**src/rtl/prog_counter_if.sv**
```systemverilog
// Bus interface for prog_counter: control inputs, count/status outputs.
// PROG_COUNTER_PRESCALE_EN adds the prescale divider input.
interface prog_counter_if #(
    parameter int unsigned WIDTH = 8
`ifdef PROG_COUNTER_PRESCALE_EN
    ,
    parameter int unsigned PRESCALE_W = 4
`endif
);
    logic             en;
    logic             up;
    logic             start;
    logic             stop;
    logic             oneshot;
    logic             load;
    logic [WIDTH-1:0] load_val;
    logic [WIDTH-1:0] limit;
`ifdef PROG_COUNTER_PRESCALE_EN
    logic [PRESCALE_W-1:0] prescale;
`endif
    logic [WIDTH-1:0] count;
    logic             wrap;
    logic             busy;
    logic             done;

    modport master (
        output en, up, start, stop, oneshot, load, load_val, limit,
`ifdef PROG_COUNTER_PRESCALE_EN
        output prescale,
`endif
        input  count, wrap, busy, done
    );

    modport slave (
        input  en, up, start, stop, oneshot, load, load_val, limit,
`ifdef PROG_COUNTER_PRESCALE_EN
        input  prescale,
`endif
        output count, wrap, busy, done
    );
endinterface

```
**src/rtl/prog_counter.sv**
```systemverilog
// Programmable up/down counter with IDLE/RUN/HALT control FSM and optional
// oneshot halt on wrap. Define PROG_COUNTER_PRESCALE_EN to add a tick
// prescaler (tick every prescale+1 enabled RUN cycles).
module prog_counter #(
    parameter int unsigned WIDTH      = 8,
    parameter int unsigned PRESCALE_W = 4
) (
    input logic           clk,
    input logic           rst_n,
    prog_counter_if.slave bus
);

    if (WIDTH < 2 || PRESCALE_W < 1) begin : g_bad_params
        $error("prog_counter: WIDTH must be >= 2 and PRESCALE_W >= 1");
    end

    typedef enum logic [1:0] {StIdle, StRun, StHalt} state_e;

    state_e           state_q, state_d;
    logic [WIDTH-1:0] count_q, count_d;
    logic             run;
    logic             tick;
    logic             at_bound;
    logic             wrap;

    assign run = (state_q == StRun);

`ifdef PROG_COUNTER_PRESCALE_EN
    logic [PRESCALE_W-1:0] div_q, div_d;

    assign tick = run & bus.en & (div_q == bus.prescale);

    // Divider next state: counts enabled RUN cycles, clears on tick or any strobe
    always_comb begin
        div_d = div_q;
        if (bus.start || bus.stop || bus.load) begin
            div_d = '0;
        end else if (run && bus.en) begin
            div_d = tick ? '0 : div_q + PRESCALE_W'(1);
        end
    end

    // Divider register
    always_ff @(posedge clk) begin
        if (!rst_n) div_q <= '0;
        else        div_q <= div_d;
    end
`else
    assign tick = run & bus.en;
`endif

    // Up wraps at or above limit so an over-range load_val still wraps to 0
    assign at_bound = bus.up ? (count_q >= bus.limit) : (count_q == '0);
    assign wrap     = tick & at_bound & ~bus.load;

    // Count next state: load beats tick
    always_comb begin
        count_d = count_q;
        if (bus.load) begin
            count_d = bus.load_val;
        end else if (tick) begin
            if (bus.up) count_d = at_bound ? '0 : count_q + WIDTH'(1);
            else        count_d = at_bound ? bus.limit : count_q - WIDTH'(1);
        end
    end

    // FSM next state: stop has priority over start
    always_comb begin
        state_d = state_q;
        unique case (state_q)
            StIdle: if (bus.start && !bus.stop) state_d = StRun;
            StRun: begin
                if (bus.stop)                 state_d = StIdle;
                else if (wrap && bus.oneshot) state_d = StHalt;
            end
            StHalt: begin
                if (bus.stop)       state_d = StIdle;
                else if (bus.start) state_d = StRun;
            end
            default: state_d = StIdle;
        endcase
    end

    // State and count registers
    always_ff @(posedge clk) begin
        if (!rst_n) begin
            state_q <= StIdle;
            count_q <= '0;
        end else begin
            state_q <= state_d;
            count_q <= count_d;
        end
    end

    assign bus.count = count_q;
    assign bus.wrap  = wrap;
    assign bus.busy  = run;
    assign bus.done  = (state_q == StHalt);

endmodule
```
**src/flat_wrapper.sv**
```systemverilog
// flat-port wrapper written by rule: the top's interface ports become plain ports
module prog_counter_flat 
#(
    parameter int unsigned WIDTH      = 8,
    parameter int unsigned PRESCALE_W = 4
)
  (clk, rst_n, bus_en, bus_up, bus_start, bus_stop, bus_oneshot, bus_load, bus_load_val, bus_limit, bus_count, bus_wrap, bus_busy, bus_done);
  prog_counter_if #(.WIDTH(WIDTH)) bus_i ();
  input logic clk;
  input logic rst_n;
  input wire logic [$bits(bus_i.en)-1:0] bus_en;
  input wire logic [$bits(bus_i.up)-1:0] bus_up;
  input wire logic [$bits(bus_i.start)-1:0] bus_start;
  input wire logic [$bits(bus_i.stop)-1:0] bus_stop;
  input wire logic [$bits(bus_i.oneshot)-1:0] bus_oneshot;
  input wire logic [$bits(bus_i.load)-1:0] bus_load;
  input wire logic [$bits(bus_i.load_val)-1:0] bus_load_val;
  input wire logic [$bits(bus_i.limit)-1:0] bus_limit;
  output wire logic [$bits(bus_i.count)-1:0] bus_count;
  output wire logic [$bits(bus_i.wrap)-1:0] bus_wrap;
  output wire logic [$bits(bus_i.busy)-1:0] bus_busy;
  output wire logic [$bits(bus_i.done)-1:0] bus_done;
  assign bus_i.en = bus_en;
  assign bus_i.up = bus_up;
  assign bus_i.start = bus_start;
  assign bus_i.stop = bus_stop;
  assign bus_i.oneshot = bus_oneshot;
  assign bus_i.load = bus_load;
  assign bus_i.load_val = bus_load_val;
  assign bus_i.limit = bus_limit;
  assign bus_count = bus_i.count;
  assign bus_wrap = bus_i.wrap;
  assign bus_busy = bus_i.busy;
  assign bus_done = bus_i.done;
  prog_counter #(.WIDTH(WIDTH), .PRESCALE_W(PRESCALE_W)) u_core (.clk(clk), .rst_n(rst_n), .bus(bus_i));
endmodule
```
**config.mk**
```make
export PLATFORM = sky130hd
export DESIGN_NAME = prog_counter_flat
export DESIGN_NICKNAME = d
export VERILOG_FILES = /design/src/rtl/prog_counter_if.sv /design/src/rtl/prog_counter.sv /design/src/flat_wrapper.sv
export SDC_FILE = /design/constraint.sdc
export NUM_CORES = 1
export LEC_CHECK = 0
export CAP_MARGIN = 0
export CORE_MARGIN = 3
export CORE_UTILIZATION = 40
export DETAILED_ROUTE_END_ITERATION = 8
export PLACE_DENSITY = 0.69
export SLEW_MARGIN = 0
export SYNTH_ARGS = -nofsm -noshare
export SYNTH_HDL_FRONTEND = slang
export SYNTH_SLANG_ARGS = --single-unit
export TNS_END_PERCENT = 5
```
**constraint.sdc**
```tcl
create_clock -name clk -period 4.74 [get_ports clk]
set_input_delay 0.711 -clock clk [delete_from_list [all_inputs] [get_ports clk]]
set_output_delay 0.711 -clock clk [all_outputs]
set_load 0.01 [all_outputs]
```
==> flow_summary.ini <==
[clocking]
clkSinkCount = 10
cts_max_level = 1
root_buffer = clkbuf_4
numCtsBuffers = 3
worstSkewPairLatency_ns = 0.27
path_clk_slew_ns = 0.07
cts_setup_buffers = 0
cts_resized = 0
cts_tree = done
hold_buffers = 0
cts_max_path_buffers = 2

[sta]
fin_crit_sh = 0.8263
tightest_slew_ns = 0.6009
tns_ns = 0
slew_violations = 0
fin_crit_ns = 3.917
slew_headroom = 0.5981
fmax_ghz = 0.2553
finClkSkew_ns = 0.004195
finalSetupViolations = 0
finalHoldViolCount = 0
grt_setup_unrepaired = no

[floorplanning]
die_y_um = 60.40
io_pins = 35
dieArea_um2 = 3648
die_x_um = 60.40
core_um2 = 2781
rows = 19
start_util = 0.4256

[synth]
yosys-top-cells-area = dfxtp_1 (17%), ha_1 (11%), nor2_1 (4.8%), a221o_1 (4.2%), o21ai_0 (3.8%)
yosysUniqueCellTypes = 47
syn_nets = 187
synth_top_area_cell = dfxtp_1
syn_area_um2 = 1184
yosysTopAreaCellShare = 0.1691
synth_edf_count = 0
ys_warn_count = 0
ys_ff_latch = 10
ys_seq_area_frac = 0.1691
synthFlopType = dfxtp_1
async_flop_share = 0
syn_avg_cell_area_um2 = 7.736
synth_cells = 153

[critical_path]
path_cells = clkdlybuf4s50_1, inv_1, ha_1, and3_1, a221o_1, o21bai_4, nor3_1, clkdlybuf4s50_1
path_max_fanout = 10
cp-start-kind = primary input
cpMostUsedCell = clkdlybuf4s50_1
crit_buf_inv = 3
critPathTopFamily = buffers and inverters
worstSetupPathType = primary input to output pin
crit_required_ns = 4.03
cpPeakStageDelay_ns = 0.51
crit_arrival_ns = 3.21
slowest_stage = clkdlybuf4s50_1
end_kind = output pin

[power_and_ir_drop]
p_leak_nw = 0.6251
power.density_nw_per_um2 = 195.3
irDropWorstVdd_mv = 0.1248

[cells_and_area]
final_cells = 212
layout_commonest_cell = clkdlybuf4s50_1
final_cell_mix = clkdlybuf4s50_1 (34), nor2_1 (15), inv_1 (11)
nNetsFinal = 217
syn2layout_area_growth_pct = 30.66
postLayoutCellArea_um2 = 1546
drive_above_1_share = 0.07182
antennaDiodeCount = 0

[route]
routed_wirelength_um = 3351
vias = 1273
wl_per_cell_um = 15.81
routed_via_density = 6.005
drt_iter0_markers = 73
postRouteAntennaNets = 0
drc = 0
firstDrtPassIters = 4

[global_routing]
antenna_found_initial = 0
grt_max_degree = 19
grt_util_all_layers = 0.1984
overflow = 0
grt_pass1_vias = 1132
grt_pass1_wl_um = 5457

[run]
cap_violations = 0

[place]
port_buffers = 34
postPlaceCellArea_um2 = 1524
placed_cells = 209
hpwl_um = 2530
routabilityCongestion = 0.8416

[outcome]
outcome = finished, final reports clean

[hold_path]
min_path_type = register to register
==> cells in the mapped netlist, types with 4 or more instances <==
| cell | instances |
|---|---|
| a21oi_1 | 6 |
| a221o_1 | 5 |
| a221oi_1 | 4 |
| clkbuf_1 | 6 |
| dfxtp_1 | 10 |
| ha_1 | 10 |
| inv_1 | 11 |
| nand2_1 | 10 |
| nand2b_1 | 4 |
| nand3_1 | 5 |
| nor2_1 | 15 |
| nor3_1 | 6 |
| o21ai_0 | 9 |
| xnor2_1 | 4 |
| xor2_1 | 4 |
==> kinds of logic after synthesis <==
kind of cell | count (synthesis) | synth area share
flops | 10 | 0.1691
fa+ha+maj | 10 | 0.1057
mux | 1 | 0.008457
simple gates | 59 | 0.2780
buf+inv | 20 | 0.06765
compound gates | 45 | 0.3118
xor+xnor | 8 | 0.05919
==> area by class of cell <==
type,instances,area (um^2)
well taps,31,38.79
repair buffers,34,340.3
clock buffers,3,22.52
fillers,275,1235
multi-input cells,123,903.4
flip-flops and latches,10,200.2
inverters,11,41.29
==> worst register-to-register path: cells and delay by family (launching register included) <==
kind	cells	cell delay [ns]
AO/OA/AOI/OAI	4	1.18
adder cells (fa/ha/maj)	1	0.30
AND/OR/NAND/NOR	2	0.32
flip-flops	1	0.46
==> metal layers <==
layer	wire, um	GRT usage	vias to the layer above
met2	1534	0.3210	56
li1	-	-	624
met3	244	0.02979	5
met1	1539	0.2806	588
met5	0	0	-
met4	33	0.03797	0
==> state kept, by name, summed over array words and instances, names as in the netlist <==
register / flops
u_core.bus.count: 8
u_core.state_q: 2
==> final timing paths <==
path                            cells after the start                              from                          endpoint  slack (ns)
worst max-delay path                                8                      bus_limit[7]                          bus_wrap        0.82
worst max register to register                      7  u_core.bus.count[1]$_SDFFE_PN0P_  u_core.bus.count[5]$_SDFFE_PN0P_        2.39
worst min-delay path                                2    u_core.state_q[0]$_SDFFE_PN0P_    u_core.state_q[0]$_SDFFE_PN0P_        0.56
worst min register to register                      2    u_core.state_q[0]$_SDFFE_PN0P_    u_core.state_q[0]$_SDFFE_PN0P_        0.56
==> power breakdown <==
group          internal, mW  total [mW]  switching (mW)
Clock                0.0294      0.0619          0.0325
Sequential           0.0898       0.104          0.0140
Combinational        0.0702       0.136          0.0662
==> stage by stage <==
stage | power [mW] | hold slack, ns | utilization | setup slack (ns)
finish | 0.3020 | 0.5639 | 0.5560 | 0.8231
global route | 0.3237 | 0.6231 | 0.5560 | 0.7616
CTS | 0.3029 | 0.5682 | 0.5560 | 0.8513
detailed placement | 0.2404 | 0.5519 | 0.5479 | 0.8707
global placement | 0.2380 | 0.5204 | 0.5479 | 0.9296
floorplan | 0.1907 | 0.5017 | - | 1.994
Note: power is estimated with default switching activity, not from simulation.
==> variant, RTL diff (config.mk and constraints unchanged) <==
`WIDTH` is set to 8 in 3 places; all go to 12.
--- a/src/rtl/prog_counter_if.sv
+++ b/src/rtl/prog_counter_if.sv
@@ -3,3 +3,3 @@
 interface prog_counter_if #(
-    parameter int unsigned WIDTH = 8
+    parameter int unsigned WIDTH = 12
 `ifdef PROG_COUNTER_PRESCALE_EN
--- a/src/rtl/prog_counter.sv
+++ b/src/rtl/prog_counter.sv
@@ -4,3 +4,3 @@
 module prog_counter #(
-    parameter int unsigned WIDTH      = 8,
+    parameter int unsigned WIDTH      = 12,
     parameter int unsigned PRESCALE_W = 4
--- a/src/flat_wrapper.sv
+++ b/src/flat_wrapper.sv
@@ -3,3 +3,3 @@
 #(
-    parameter int unsigned WIDTH      = 8,
+    parameter int unsigned WIDTH      = 12,
     parameter int unsigned PRESCALE_W = 4
Ports: changed (resized bus_count, bus_limit and bus_load_val); port bits go from 35 to 47. No check against the original RTL was run, so the function may have changed too.
==> variant against the unedited design <==
- sequential cell count is 4 higher
- final cell count grew 48%
- global-route usage is 0.15 points higher
- register-to-register slack worse by 0.03 ns
- utilization fell by 2.2 points
- cell area is 43% higher
- worst hold slack better by 0.0023 ns
- wire length rose by 45%
- setup slack gained 0.30 ns
- synthesized area grew 50%
- total power is 55% higher
- highest routed layer unchanged
- count of clock-buffer cells in the layout up 1
==> variant: results (changes against the unedited design) <==
The flow ran to the end, and the final reports show no timing, DRC or antenna violations. The number of flip-flops in the largest register is 12 (+4). The global-route usage over all layers came out at 20.0% (+0.15 points).

The worst IR drop on VDD came out at 0.0000907 V (-27%). The number of nets in the synthesized netlist is 275 (+47%). The met2 track utilization from global routing came out at 31.5% (-0.64 points).

The post-placement cell area came out at 2160 um2 (+42%). The total vias in the final route is 1742 (+37%). The sequential-to-total area share from yosys stat came out at 15.8% (-1.2 points). The met3 wire length was 324 um (+33%). Clock tree synthesis selected as its root buffer the cell clkbuf_8.

The synthesized area divided by synthesized cell count is 7.77 um2 (+0.43%). The number of unique standard cell types used by synthesis came out at 56 (+19%). The placement-stage worst setup slack is 1.14 ns (+0.268 ns). The net switching power came out at 0.169 mW (+50%). The post-layout minimum cycle time came out at 3.61 ns (-0.304 ns). The multiplexer share of the synthesized area is 3.38% (+2.5 points).

The worst-case register-to-register setup slack was 2.36 ns (-0.03 ns). The delay contributed by the slowest stage of the critical path came out at 0.56 ns (+0.05 ns). The DRC violation total after the first TritonRoute iteration is 129 (+77%). The via density per instance came out at 5.55 (-7.6%).

The arithmetic-cell share of the synthesized area counting full adders, half adders and majority gates came out at 9.85% (-0.73 points). The overall routed net length is 4870 um (+45%). The met1 demand-to-capacity share in global routing is 27.4% (-0.64 points). The leakage power of the design was 0.959 nW (+53%).

In the post-synthesis netlist, the biggest area contributors are dfxtp_1 (16%), ha_1 (9.8%), nand2_1 (8.9%). Counting instances in the post-synthesis netlist gives the leading cell types as nand2_1 (42), inv_1 (17), dfxtp_1 (14), ha_1 (14), nor2_1 (13). The final layout net count is 311 (+43%). The transition time at the pin with the least slew margin is 0.863 ns (+0.263 ns). The maximum net fanout on the critical path came out at 3 (-7). The wire length on met1 is 2290 um (+49%). The number of fill cells is 420 (+53%).
[variant: cell count changes after synthesis, moves of 5 or more]
| cell | change |
|---|---|
| nand2_1 | +32 |
| mux2i_1 | +5 |
| a221o_1 | -5 |
| o21ai_0 | -7 |
| nand4_1 | +5 |
| nor3_1 | -6 |
| inv_1 | +6 |
| a21boi_0 | +6 |
| xor2_1 | +5 |
| o31ai_1 | +6 |
[variant: layout make-up]
class / count / area, um2 / area share, %
clock buffer: 4 / 55.1 / 2.49
inverter: 17 / 63.8 / 2.88
multi-input combinational: 182 / 1280 / 58.0
sequential: 14 / 280 / 12.7
tap: 50 / 62.6 / 2.82
timing repair buffer: 47 / 468 / 21.1
[variant: path summary, 6_finish.rpt]
path / from / end / depth (start not counted)
min reg2reg: u_core.state_q[0] / u_core.state_q[0] / 2
max: bus_limit[10] / bus_wrap / 9
max reg2reg: u_core.bus.count[9] / u_core.bus.count[5] / 7
min: u_core.state_q[0] / u_core.state_q[0] / 2
[variant: power groups by stage]
stage | combinational (mW) | sequential [mW] | clock (mW)
2_1_floorplan | 0.140 | 0.143 | 0
5_1_grt | 0.206 | 0.156 | 0.135
4_1_cts | 0.185 | 0.154 | 0.132
3_5_place_dp | 0.184 | 0.157 | 0
6_report | 0.185 | 0.154 | 0.129
3_3_place_gp | 0.183 | 0.156 | 0
[variant: logic make-up (layout without fill, tap and decap cells)]
kind of cell | Yosys count | in the layout
AO/OA/AOI/OAI | 52 | 52
XOR/XNOR | 17 | 17
adder cells (fa/ha/maj) | 14 | 14
buffers and inverters | 33 | 68
flip-flops | 14 | 14
multiplexers | 6 | 6
AND/OR/NAND/NOR | 93 | 93
[variant: worst min-delay path, cell delays in order (launching register included)]
cell and delay (ns):
dfxtp_1 0.36, nand2b_1 0.11, a21oi_1 0.05
